**src/rtl/interface_teclado_pkg.sv**
```systemverilog
// Package shared by the keyboard front end.
// Holds the "no note" code, the arrow auto-repeat FSM state type and a small
// helper used when sizing the shared repeat timer.
package interface_teclado_pkg;

    // botoes_encoded value when no note key is held
    localparam logic [3:0] CODIGO_NENHUMA_NOTA = 4'd0;

    // Arrow auto-repeat FSM states
    typedef enum logic [1:0] {
        OCIOSO = 2'd0,  // waiting for a press
        ESPERA = 2'd1,  // press reported, waiting for the first repeat
        REPETE = 2'd2   // repeating at the repeat period
    } estado_seta_t;

    // Index of each arrow in the two-entry arrow vectors
    localparam int SETA_DIREITA  = 0;
    localparam int SETA_ESQUERDA = 1;

    function automatic int max_int(input int a, input int b);
        return (a > b) ? a : b;
    endfunction

endpackage

```
**src/rtl/interface_teclado_debouncer.sv**
```systemverilog
// Synchroniser + debouncer for one raw key.
// Ports:
//   clock       in  system clock, rising edge
//   reset       in  asynchronous, active-low
//   entrada     in  raw asynchronous key level
//   nivel_novo  out debounced level that takes effect on the next rising edge
//                   (combinational look-ahead of the internal debounced register,
//                   so the parent can register its outputs on the same edge the
//                   debounced level changes)
module interface_teclado_debouncer
    import interface_teclado_pkg::*;
#(
    parameter int DEBOUNCE_CYCLES = 500000
) (
    input  logic clock,
    input  logic reset,
    input  logic entrada,
    output logic nivel_novo
);

    localparam int CNT_W = (DEBOUNCE_CYCLES < 1) ? 1 : $clog2(DEBOUNCE_CYCLES + 1);
    localparam logic [CNT_W-1:0] CNT_FIM = CNT_W'(DEBOUNCE_CYCLES - 1);

    logic             sinc_1;
    logic             sinc_2;
    logic             nivel;
    logic [CNT_W-1:0] cnt;
    logic [CNT_W-1:0] cnt_prox;

    // The counter only runs while the synchronised level disagrees with the
    // debounced one; any agreement clears it, so glitches shorter than the
    // window never get through. It stops at CNT_FIM and so never wraps.
    always_comb begin
        nivel_novo = nivel;
        cnt_prox   = '0;
        if (sinc_2 != nivel) begin
            if (cnt == CNT_FIM) begin
                nivel_novo = sinc_2;
            end else begin
                cnt_prox = cnt + 1'b1;
            end
        end
    end

    always_ff @(posedge clock or negedge reset) begin
        if (!reset) begin
            sinc_1 <= 1'b0;
            sinc_2 <= 1'b0;
            nivel  <= 1'b0;
            cnt    <= '0;
        end else begin
            sinc_1 <= entrada;
            sinc_2 <= sinc_1;
            nivel  <= nivel_novo;
            cnt    <= cnt_prox;
        end
    end

endmodule

```
**src/rtl/interface_teclado.sv**
```systemverilog
// Keyboard front end: synchronises and debounces the note and menu keys,
// priority-encodes the notes and turns the menu keys into one-cycle pulses,
// with auto-repeat on the arrows.
// Ports:
//   clock, reset (async active-low)
//   teclas_notas [NUM_NOTAS]  raw note keys        tecla_direita/esquerda/enter raw menu keys
//   botoes_encoded [4]        0 = none, k = note k-1 (lowest index wins)
//   nova_nota                 pulse when botoes_encoded takes a new nonzero value
//   right/left_arrow_pressed  press + auto-repeat pulses
//   enter_pressed             press pulse, no repeat
//   estado_direita/esquerda   arrow FSM state (debug)
// Handshake: outputs are plain registered levels/pulses; there is no
// back-pressure, a pulse is high for exactly one clock and must be consumed then.
module interface_teclado
    import interface_teclado_pkg::*;
#(
    parameter int NUM_NOTAS       = 12,
    parameter int DEBOUNCE_CYCLES = 500000,
    parameter int REPEAT_DELAY    = 25000000,
    parameter int REPEAT_PERIOD   = 5000000
) (
    input  logic                 clock,
    input  logic                 reset,
    input  logic [NUM_NOTAS-1:0] teclas_notas,
    input  logic                 tecla_direita,
    input  logic                 tecla_esquerda,
    input  logic                 tecla_enter,
    output logic [3:0]           botoes_encoded,
    output logic                 nova_nota,
    output logic                 right_arrow_pressed,
    output logic                 left_arrow_pressed,
    output logic                 enter_pressed,
    output estado_seta_t         estado_direita,
    output estado_seta_t         estado_esquerda
);

    localparam int NUM_ENTRADAS = NUM_NOTAS + 3;
    localparam int TIMER_MAX    = max_int(REPEAT_DELAY, REPEAT_PERIOD);
    localparam int TIMER_W      = (TIMER_MAX < 1) ? 1 : $clog2(TIMER_MAX + 1);
    localparam logic [TIMER_W-1:0] CARGA_ATRASO  = TIMER_W'(REPEAT_DELAY);
    localparam logic [TIMER_W-1:0] CARGA_PERIODO = TIMER_W'(REPEAT_PERIOD);

    logic [NUM_ENTRADAS-1:0] entradas;
    logic [NUM_ENTRADAS-1:0] niveis;

    assign entradas = {tecla_enter, tecla_esquerda, tecla_direita, teclas_notas};

    for (genvar i = 0; i < NUM_ENTRADAS; i++) begin : g_debounce
        interface_teclado_debouncer #(
            .DEBOUNCE_CYCLES(DEBOUNCE_CYCLES)
        ) u_debouncer (
            .clock      (clock),
            .reset      (reset),
            .entrada    (entradas[i]),
            .nivel_novo (niveis[i])
        );
    end

    // Debounced levels as they will be after the current edge
    logic [NUM_NOTAS-1:0] notas;
    logic [1:0]           setas;
    logic                 enter_nivel;

    assign notas       = niveis[NUM_NOTAS-1:0];
    assign setas       = niveis[NUM_NOTAS+1:NUM_NOTAS];
    assign enter_nivel = niveis[NUM_NOTAS+2];

    // ---------------- note encoder ----------------
    logic [3:0] cod_prox;
    logic       nova_prox;

    always_comb begin
        cod_prox = CODIGO_NENHUMA_NOTA;
        // Scan from the top so the lowest held index is the one left standing
        for (int i = NUM_NOTAS - 1; i >= 0; i--) begin
            if (notas[i]) cod_prox = 4'(i + 1);
        end
        nova_prox = (cod_prox != CODIGO_NENHUMA_NOTA) && (cod_prox != botoes_encoded);
    end

    // ---------------- edges and arrow lock-out ----------------
    logic [1:0] setas_q;
    logic       enter_q;
    logic       bloqueio;
    logic [1:0] sobe;
    logic       bloqueio_prox;

    assign sobe = setas & ~setas_q;

    // Both arrows down with either one just pressed locks both arrows out;
    // the lock holds until both arrows are released.
    assign bloqueio_prox = ((&setas) && (|sobe)) || (bloqueio && (|setas));

    always_ff @(posedge clock or negedge reset) begin
        if (!reset) begin
            botoes_encoded <= CODIGO_NENHUMA_NOTA;
            nova_nota      <= 1'b0;
            enter_pressed  <= 1'b0;
            enter_q        <= 1'b0;
            setas_q        <= 2'b00;
            bloqueio       <= 1'b0;
        end else begin
            botoes_encoded <= cod_prox;
            nova_nota      <= nova_prox;
            enter_pressed  <= enter_nivel & ~enter_q;
            enter_q        <= enter_nivel;
            setas_q        <= setas;
            bloqueio       <= bloqueio_prox;
        end
    end

    // ---------------- arrow auto-repeat FSMs ----------------
    logic [1:0]      pulsos;
    logic [1:0][1:0] estados;

    for (genvar g = 0; g < 2; g++) begin : g_seta
        estado_seta_t       estado;
        estado_seta_t       estado_prox;
        logic [TIMER_W-1:0] timer;
        logic [TIMER_W-1:0] timer_prox;
        logic               pulso;
        logic               pulso_prox;

        // Timer expiry is taken at 1 so a pulse lands exactly N edges after
        // the load of N.
        always_comb begin
            estado_prox = estado;
            timer_prox  = timer;
            pulso_prox  = 1'b0;
            if (bloqueio_prox || !setas[g]) begin
                estado_prox = OCIOSO;
                timer_prox  = '0;
            end else begin
                case (estado)
                    OCIOSO: begin
                        if (sobe[g]) begin
                            pulso_prox = 1'b1;
                            if (REPEAT_DELAY != 0) begin
                                estado_prox = ESPERA;
                                timer_prox  = CARGA_ATRASO;
                            end
                        end
                    end
                    ESPERA, REPETE: begin
                        if (timer <= TIMER_W'(1)) begin
                            pulso_prox  = 1'b1;
                            estado_prox = REPETE;
                            timer_prox  = CARGA_PERIODO;
                        end else begin
                            timer_prox = timer - 1'b1;
                        end
                    end
                    default: begin
                        estado_prox = OCIOSO;
                        timer_prox  = '0;
                    end
                endcase
            end
        end

        always_ff @(posedge clock or negedge reset) begin
            if (!reset) begin
                estado <= OCIOSO;
                timer  <= '0;
                pulso  <= 1'b0;
            end else begin
                estado <= estado_prox;
                timer  <= timer_prox;
                pulso  <= pulso_prox;
            end
        end

        assign pulsos[g]  = pulso;
        assign estados[g] = estado;
    end

    assign right_arrow_pressed = pulsos[SETA_DIREITA];
    assign left_arrow_pressed  = pulsos[SETA_ESQUERDA];
    assign estado_direita      = estado_seta_t'(estados[SETA_DIREITA]);
    assign estado_esquerda     = estado_seta_t'(estados[SETA_ESQUERDA]);

endmodule

```
**config.mk**
```make
export PLATFORM = sky130hd
export DESIGN_NAME = interface_teclado
export DESIGN_NICKNAME = d
export VERILOG_FILES = /design/src/rtl/interface_teclado_pkg.sv /design/src/rtl/interface_teclado_debouncer.sv /design/src/rtl/interface_teclado.sv
export SDC_FILE = /design/constraint.sdc
export NUM_CORES = 1
export LEC_CHECK = 0
export BUFFER_PORTS_ARGS = -buffer_cell sky130_fd_sc_hd__buf_2
export CAP_MARGIN = 20
export CORE_UTILIZATION = 35
export CTS_CLUSTER_DIAMETER = 120
export CTS_CLUSTER_SIZE = 10
export DETAILED_ROUTE_END_ITERATION = 16
export MAX_ROUTING_LAYER = met4
export PLACE_DENSITY_LB_ADDON = 0.25
export SYNTH_ARGS = -nofsm -noshare
export SYNTH_HDL_FRONTEND = slang
export SYNTH_SLANG_ARGS = --single-unit
```
**constraint.sdc**
```tcl
create_clock -name clock -period 5.8 [get_ports clock]
set_input_delay 0.29 -clock clock [delete_from_list [all_inputs] [get_ports clock]]
set_output_delay 0.29 -clock clock [all_outputs]
set_load 0.01 [all_outputs]
```
==> qor.csv <==
stage,metric,value,unit
clock_network,clk slew on worst S/H paths,0.06,ns
timing,RSZ-0062 raised after global routing,false,
global_route,global-route wire length before repair,63000,µm
die,I/O pin total,29,
timing,final hold vios,0,
timing,slew margin rel.,42.6,%
placement,RD Place Congestion,0.842,
clock_network,H-tree levels,2,
clock_network,CTS Buf Count,45,
global_route,global route overflow,0,
layout,synth-to-layout area growth,11.7,%
timing,Worst Tran Pin Value,0.860,ns
power,Power Total,5.40,mW
critical_path,Critical Path Start Type,register,
die,Core Region,52600,µm²
layout,ant diodes,0,
timing,Fin Setup TNS,0,ns
global_route,vias in the first global route,13300,
yosys,top-area cell type share of the netlist area,52.7,%
yosys,adder-cell share of the synthesized area,1.61,%
critical_path,Critical Setup Path Class,register to register,
routing,first-pass detailed-route iteration total,7,
yosys,largest family of logic cells by synthesized area,simple AND/OR/NAND/NOR gates,
routing,WL final,35900,µm
critical_path,arrival time worst endpoint,3.89,ns
timing,Period minus WS final,3.43,ns
clock_network,post-CTS setup buffer count,0,
global_route,largest net degree at the start of global routing,158,
critical_path,CP endpoint kind,register,
timing,Final setup viols,0,
timing,Achievable Freq,0.291,GHz
yosys,simple logic cell fraction of the synthesized area,23.8,%
clock_network,Root Buffer,clkbuf_16,
timing,Setup Skew,0.0155,ns
yosys,post-synth net total,1976,
yosys,#FFs+latches synth,393,
routing,Avg WL per Cell,13.4,µm
routing,Final ANT Viol Nets,0,
yosys,ranking of synthesized cells by area,"dfrtp_1 53%, nor2_1 7.8%, xor2_1 7.6%, xnor2_1 4.6%, nand3_1 3.5%",
timing,Final period util,59.2,%
yosys,post-synth top area cell,dfrtp_1,
yosys,post-synthesis compound-gate area fraction,6.25,%
yosys,syn avg cell area,9.64,µm²
clock_network,TritonCTS clock tree,yes,
power,Cell Pwr Density,260,nW/µm²
power,Max rail drop VDD,196,µV
global_route,Total GRT Usage,14.2,%
die,chip height,233,µm
yosys,"Distinct cells, synth",65,
routing,vias per std cell,4.95,
yosys,register area share after synthesis,52.7,%
die,starting density of the core,35.5,%
run_status,status,"complete, no violations",
yosys,Synth Instances,1935,
layout,# nets final,2026,
die,Die ar.,54200,µm²
yosys,YS warnings,0,
layout,layout cells sized above 1,5.74,%
yosys,Syn Std Cell Area,18600,µm²
yosys,"FFs w/ async S/R, synth",100,%
yosys,mux contribution to synthesized area,0.906,%
worst_hold_path,hold crit path type,primary input to asynchronous set/reset pin,
yosys,Post-synth EDFFs,0,
global_route,initial antenna violation count,0,
job,max-cap viol count,0,
clock_network,Clock Path Buffers,3,
die,row count,84,
critical_path,WP data required,6.26,ns
critical_path,crit-path max FO,10,
placement,PortBufs,28,
routing,DR iter-0 viols,803,
yosys,"Top FF cell, synth",dfrtp_1,
routing,# DRC,0,
yosys,Post-Synth XOR/XNOR Area,12.2,%
power,Static Leakage,9.04,nW
placement,hpwl dp,23000,µm
timing,Max Slew Vio Count,0,
clock_network,"Clk Latency, worst-skew pair",0.57,ns
clock_network,Clock Sinks,393,
die,Chip Width,233,µm
routing,Vias,13200,
cells in the final DEF, fill, tap and decap left out, types with 24 or more instances in the layout:
master / n
a21oi_1: 58
nor2_1: 387
nand4_1: 49
nor3_1: 36
ha_1: 24
buf_2: 27
xor2_1: 162
dfrtp_1: 393
nand3_1: 132
inv_1: 64
xnor2_1: 98
and3_1: 43
nand2_1: 141
o21ai_0: 98
clkbuf_16: 45
or3_1: 29
power breakdown:
part | total (mW) | leakage (nW) | switching, mW | internal, mW
Sequential | 2.81 | 5.38 | 0.0319 | 2.78
Clock | 2.44 | 0.571 | 1.06 | 1.38
Combinational | 0.156 | 3.09 | 0.110 | 0.0462
worst max-delay path, stage by stage (launching register included):
cell and delay (ns):
dfrtp_1 0.41, or4_1 0.56, or3_1 0.46, or2_4 0.28, mux2i_4 0.20, a211o_1 0.34
or4_1 0.70, a21oi_1 0.20, o21ai_0 0.09, o31ai_1 0.08
synthesized netlist by cell type, types with 5 or more instances:
cell,instances
dfrtp_1,393
nor2_1,387
xor2_1,162
nand2_1,141
nand3_1,132
o21ai_0,98
xnor2_1,98
inv_1,64
a21oi_1,58
nand4_1,49
and3_1,43
nor3_1,36
clkbuf_1,30
or3_1,29
ha_1,24
nor4_1,19
or2_2,16
nor4bb_1,15
a31oi_1,12
and4_1,11
nor4b_1,10
mux2i_1,9
nor2b_1,9
o31ai_1,7
or4_1,7
buf_6,5
mux2_2,5
nand2b_1,5
nand4b_1,5
cells by family after synthesis:
family          after synthesis
flops                       393
compound gates              204
fa+ha+maj                    24
mux                          15
buf+inv                     109
xor+xnor                    260
simple gates                930
what timing repair did:
action                                 CTS  global route
resized for setup                        0             0
hold buffers                            16             0
endpoints found under the hold margin  117             0
state kept, by name (all words and copies together), names as in the netlist:
name and cells:
g_debounce.u_debouncer.sinc_1 15, setas_q 2, bloqueio 1, g_debounce.u_debouncer.cnt 285
right_arrow_pressed 1, g_debounce.u_debouncer.sinc_2 15, g_seta.timer 50, enter_pressed 1
g_debounce.u_debouncer.nivel 13, botoes_encoded 4, nova_nota 1, estado_direita 2
left_arrow_pressed 1, estado_esquerda 2
metrics by stage:
stage / utilization, % / hold WS [ns] / worst slack [ns] / instances / instance area [µm²]
floorplan: - / -0.00559 / 2.73 / 1935 / 18600
global placement: 37.1 / 0.334 / 2.47 / 2610 / 19500
detailed placement: 37.1 / 0.335 / 2.39 / 2610 / 19500
CTS: 39.6 / 0.322 / 2.39 / 2675 / 20800
global route: 39.6 / 0.347 / 2.17 / 2675 / 20800
finish: 39.6 / 0.345 / 2.37 / 2675 / 20800
routing by layer:
layer  GRT usage [%]  vias to the layer above  part of all wire [%]
li1                -                     6624                     -
met1            18.6                     6359                    49
met2            22.1                      185                    45
met3            2.41                       63                   3.7
met4            4.80                        0                   2.2
met5               -                        -                     0
final timing paths:
check	startpoint	to	slack [ns]	cells past startpoint
setup / recovery	g_debounce[12].u_debouncer.cnt[11]	g_seta[0].timer[4]	2.37	9
hold / removal	reset	g_debounce[7].u_debouncer.cnt[13]	0.35	2
setup reg to reg	g_debounce[12].u_debouncer.cnt[11]	g_seta[0].timer[4]	2.37	9
hold reg to reg	g_debounce[13].u_debouncer.sinc_1	g_debounce[13].u_debouncer.sinc_2	0.35	0
max in group asynchronous	reset	bloqueio	4.06	3
min in group clock	g_debounce[13].u_debouncer.sinc_1	g_debounce[13].u_debouncer.sinc_2	0.35	0
final cells by class:
cell class	instances	area (µm²)
Clock buffer	46	1140
Clock inverter	3	25.0
Fill cell	5153	31700
Inverter	64	240
Multi-Input combinational cell	1433	8360
Sequential cell	393	9830
Tap cell	688	861
Timing Repair Buffer	48	365
(Power assumes the default switching activity.)
